==> src/rtl/nn_pkg.sv <==
// nn_pkg: shared geometry constants and FSM encoding for the maxpool stage.
package nn_pkg;
  localparam int PIX_W       = 2;
  localparam int MAP_DIM     = 8;
  localparam int MAPS_PORT   = 3;
  localparam int N_MAPS      = 2 * MAPS_PORT;
  localparam int POOL_DIM    = MAP_DIM / 2;
  localparam int WIN_PER_MAP = POOL_DIM * POOL_DIM;
  localparam int PORT_W      = MAPS_PORT * MAP_DIM * MAP_DIM * PIX_W;
  localparam int OUT_W       = N_MAPS * WIN_PER_MAP * PIX_W;
  typedef enum logic [1:0] {S_IDLE, S_POOL, S_DONE} state_t;
endpackage

==> src/rtl/maxpool_2x2.sv <==
// maxpool_2x2: combinational unsigned max of four pixels.
module maxpool_2x2
  import nn_pkg::*;
(
  input  logic [PIX_W-1:0] i_p0,
  input  logic [PIX_W-1:0] i_p1,
  input  logic [PIX_W-1:0] i_p2,
  input  logic [PIX_W-1:0] i_p3,
  output logic [PIX_W-1:0] o_max
);
  logic [PIX_W-1:0] w_m01, w_m23;
  always_comb begin
    w_m01 = i_p0 > i_p1 ? i_p0 : i_p1;
    w_m23 = i_p2 > i_p3 ? i_p2 : i_p3;
    o_max = w_m01 > w_m23 ? w_m01 : w_m23;
  end
endmodule

==> src/rtl/nn_maxpool_stream.sv <==
// nn_maxpool_stream: captures two conv frames and 2x2 max-pools all six maps, one window per cycle.
module nn_maxpool_stream
  import nn_pkg::*;
(
  input  logic              clk,
  input  logic              rst,
  input  logic              in_valid,
  output logic              in_ready,
  input  logic [PORT_W-1:0] fmap_a,
  input  logic [PORT_W-1:0] fmap_b,
  output logic              out_valid,
  input  logic              out_ready,
  output logic [OUT_W-1:0]  pool_out,
  output logic              busy
);
  state_t              r_state, w_next;
  logic [2*PORT_W-1:0] r_frame;
  logic [OUT_W-1:0]    r_pool;
  logic [2:0]          r_map_cnt;
  logic [3:0]          r_win_cnt;
  logic [9:0]          w_base;
  logic [7:0]          w_obase;
  logic                w_last;
  logic [PIX_W-1:0]    w_max;
  // top-left pixel of the window: map*128 + row(2i)*16 + col(2j)*2
  assign w_base  = {r_map_cnt, r_win_cnt[3:2], 1'b0, r_win_cnt[1:0], 2'b00};
  assign w_obase = {r_map_cnt, r_win_cnt, 1'b0};
  assign w_last  = r_map_cnt == 3'(N_MAPS - 1) && r_win_cnt == 4'(WIN_PER_MAP - 1);
  maxpool_2x2 u_max (
    .i_p0 (r_frame[w_base +: PIX_W]),
    .i_p1 (r_frame[w_base + 10'd2 +: PIX_W]),
    .i_p2 (r_frame[w_base + 10'd16 +: PIX_W]),
    .i_p3 (r_frame[w_base + 10'd18 +: PIX_W]),
    .o_max(w_max)
  );
  always_comb begin
    w_next = r_state == S_IDLE ? (in_valid  ? S_POOL : S_IDLE) :
             r_state == S_POOL ? (w_last    ? S_DONE : S_POOL) :
             r_state == S_DONE ? (out_ready ? S_IDLE : S_DONE) : S_IDLE;
  end
  always_ff @(posedge clk or posedge rst) begin
    if (rst) begin
      r_state   <= S_IDLE;
      r_frame   <= '0;
      r_pool    <= '0;
      r_map_cnt <= '0;
      r_win_cnt <= '0;
    end else begin
      r_state <= w_next;
      if (r_state == S_IDLE && in_valid) begin
        r_frame   <= {fmap_b, fmap_a};
        r_map_cnt <= '0;
        r_win_cnt <= '0;
      end
      if (r_state == S_POOL) begin
        r_pool[w_obase +: PIX_W] <= w_max;
        {r_map_cnt, r_win_cnt}   <= {r_map_cnt, r_win_cnt} + 7'd1;
      end
    end
  end
  assign in_ready  = r_state == S_IDLE;
  assign busy      = r_state == S_POOL;
  assign out_valid = r_state == S_DONE;
  assign pool_out  = r_pool;
endmodule

==> config.mk <==
export PLATFORM = sky130hd
export DESIGN_NAME = nn_maxpool_stream
export DESIGN_NICKNAME = d
export VERILOG_FILES = /design/src/rtl/nn_pkg.sv /design/src/rtl/maxpool_2x2.sv /design/src/rtl/nn_maxpool_stream.sv
export SDC_FILE = /design/constraint.sdc
export NUM_CORES = 2
export LEC_CHECK = 0
export ABC_AREA = 1
export BUFFER_PORTS_ARGS = -buffer_cell sky130_fd_sc_hd__buf_2
export CORE_AREA = 3 3 370 372
export DETAILED_ROUTE_END_ITERATION = 7
export DIE_AREA = 0 0 373 375
export HOLD_SLACK_MARGIN = 0.03
export PLACE_DENSITY = 0.61
export SETUP_SLACK_MARGIN = 0.1
export SYNTH_ARGS = -nofsm -noshare
export SYNTH_HDL_FRONTEND = slang
export SYNTH_SLANG_ARGS = --single-unit
==> constraint.sdc <==
create_clock -name clk -period 31.2 [get_ports clk]
set_input_delay 6.24 -clock clk [delete_from_list [all_inputs] [get_ports clk]]
set_output_delay 6.24 -clock clk [all_outputs]
set_load 0.01 [all_outputs]
==> qor.csv <==
stage;metric;value;unit
run_status;status;complete, no violations;
logic_synthesis;ys.flop_type;dfrtp_1;
worst_setup_path;crit_required;31.86;ns
floorplanning;io_pins;967;
floorplanning;die_h;375;um
timing;fin_crit_sh;0.355;
timing;maxSlewHeadroom;0.235;
worst_setup_path;path_class;in -> async;
timing;fin_ws;20.11;ns
logic_synthesis;ys_seq_area_frac;0.541;
grt;gr-total-overflow;0;
cells_and_area;layout.nets;7269;
drt;vias;41800;
clocking;cts_root_buf;clkbuf_16;
logic_synthesis;synth_cell_types;41;
timing;layout_min_cycle_time;11.09;ns
cells_and_area;nFillCells;13800;
cells_and_area;final_area;0.0548;mm^2
logic_synthesis;ys_warn_count;0;
grt;grt_max_degree;268;
floorplanning;die_w;373;um
job;cap_violations;0;
worst_setup_path;cp_data_arrival_time;11.75;ns
floorplanning;rows;134;
cells_and_area;layout_common_cells;nand2_1 (2206), buf_2 (966), dfrtp_1 (966), o21ai_0 (649), inv_1 (425);
floorplanning;dieArea;0.140;mm^2
logic_synthesis;synth_area;0.0448;mm^2
clocking;clk_latency;0.74;ns
cells_and_area;area_growth;22.3;%
clocking;numCtsBuffers;109;
clocking;holdBufCountCts;0;
logic_synthesis;ys_ff_latch;969;
power;p_leak;0.0281;uW
clocking;cts-htree-levels;3;
grt;grt_use_total;0.252;
drt;drt_wl_total;181;mm
drt;wl_per_cell;21.6;um
power;p_per_area;104;mW/mm^2
drt;firstDrtPassIters;6;
timing;rsz0062_at_grt;no;
clocking;clock-sinks;969;
logic_synthesis;syn_avg_cell_area;7.85;um^2
worst_setup_path;start_kind;input port;
floorplanning;initial_utilization;0.335;
drt;postRouteAntennaNets;0;
power;vdd_drop_max;0.000139;V
worst_setup_path;cp_max_fo;84;
placed_design;dpl_worst_slack;19.10;ns
timing;fin_tns_setup;0;ns
drt;drtIter0Drc;4138;
clocking;cts_buffer_depth;3;
timing;tightest_slew;1.15;ns
clocking;ctsResizeCount;0;
clocking;post_cts_buffers;0;
timing;setup_viol;0;
logic_synthesis;synth.net_count;6488;
placed_design;dpl.hpwl;128;mm
clocking;path_clk_slew;0.06;ns
min_path;hold_path_class;reg -> reg;
timing;clock.fmax;0.0902;GHz
worst_setup_path;end_kind;async pin;
floorplanning;fp.coreArea;0.134;mm^2
grt;antenna_found_initial;87;
grt;grt_pass1_wl;265;mm
logic_synthesis;synthArstFlopShare;1.00;
logic_synthesis;netlist_instances;5702;
timing;slew_viol_final;0;
clocking;cts_tree;built;
logic_synthesis;synth_edf_count;0;
timing;finClkSkew;0.0516;ns
drt;drc_errors;0;
timing;finalHoldViolCount;0;
cells_and_area;drive_gt1_frac;0.194;
drt;vias_per_cell;4.98;
cells_and_area;layout_commonest_cell;nand2_1;
placed_design;io_buffers;966;
placed_design;gp_congestion;0.911;
grt;grt_pass1_vias;41100;
placed_design;placed_area;0.0509;mm^2
==> synth_stat cells (22+ instances only) <==
master    count  share of area
o21ai_0     649          0.073
nor2_1      414          0.035
buf_1        22         0.0018
dfrtp_1     969           0.54
o211ai_1     78          0.013
nand2_1    2207           0.18
o21a_1       24         0.0040
mux2_2       30         0.0075
nand3_1     190          0.021
buf_2        78         0.0087
a21oi_1     197          0.022
o22ai_1      42         0.0059
clkbuf_1    232          0.019
inv_1       428          0.036
==> layer usage <==
| metal | track usage | part of all wire |
|---|---|---|
| met2 | 0.390 | 0.46 |
| met4 | 0.147 | 0.055 |
| met3 | 0.0461 | 0.071 |
| met1 | 0.329 | 0.42 |
| met5 | 0 | 0.00058 |
==> final cells by class <==
cell class	instances	area, um^2	share of cell area
diodes	66	165	0.00301
flip-flops and latches	969	24300	0.443
well taps	1768	2210	0.0404
inverters	437	1670	0.0304
clock buffers	151	3160	0.0576
multi-input cells	3946	17400	0.318
clock inverters	47	604	0.0110
repair buffers	1020	5320	0.0970
==> state kept, by name, indices dropped and copies added, names as in the netlist <==
name and count:
r_map_cnt 3, r_win_cnt 4, pool_out 192, r_state 2, r_frame 768
==> worst max-delay path: stages <==
cell and delay (ns):
buf_2 0.11, clkinvlp_4 0.37, buf_4 0.80, buf_4 0.75
buf_4 0.78, buf_4 0.81, buf_4 0.70, buf_4 0.94
==> stage by stage <==
stage	util	hold slack (ns)	instances	power, uW
4_1_cts	0.409	0.475	8338	5720
3_3_place_gp	0.381	0.456	8140	4310
2_1_floorplan	-	0.441	5702	3410
3_5_place_dp	0.381	0.457	8140	4350
5_1_grt	0.410	0.489	8395	6070
6_report	0.410	0.473	8404	5670
==> power by group <==
| group | total [uW] | internal, uW | switching, uW |
|---|---|---|---|
| Combinational | 2430 | 700 | 1730 |
| Clock | 1350 | 784 | 562 |
| Sequential | 1890 | 1660 | 230 |
==> kinds of logic (layout without fill, tap and decap cells) <==
kind of cell / count (synthesis) / count (layout) / share of synthesized area
AO/OA/AOI/OAI: 1036 / 1036 / 0.124
AND/OR/NAND/NOR: 2850 / 2850 / 0.249
multiplexers: 43 / 43 / 0.0104
XOR/XNOR: 3 / 3 / 0.000587
buffers and inverters: 787 / 1655 / 0.0702
other: 0 / 66 / 0
flip-flops: 969 / 969 / 0.541
adder cells (fa/ha/maj): 14 / 14 / 0.00391
==> worst paths after layout <==
check / startpoint / end / slack (ns) / depth (start not counted)
max: rst / r_frame[95] / 20.11 / 8
min: r_frame[435] / r_frame[435] / 0.47 / 2
max reg2reg: r_win_cnt[0] / pool_out[0] / 24.40 / 24
min reg2reg: r_frame[435] / r_frame[435] / 0.47 / 2
max in group clk: in_valid / r_frame[82] / 21.95 / 6
min in group asynchronous: rst / r_frame[566] / 5.56 / 2
No activity file was read; power rests on OpenSTA's default activity.
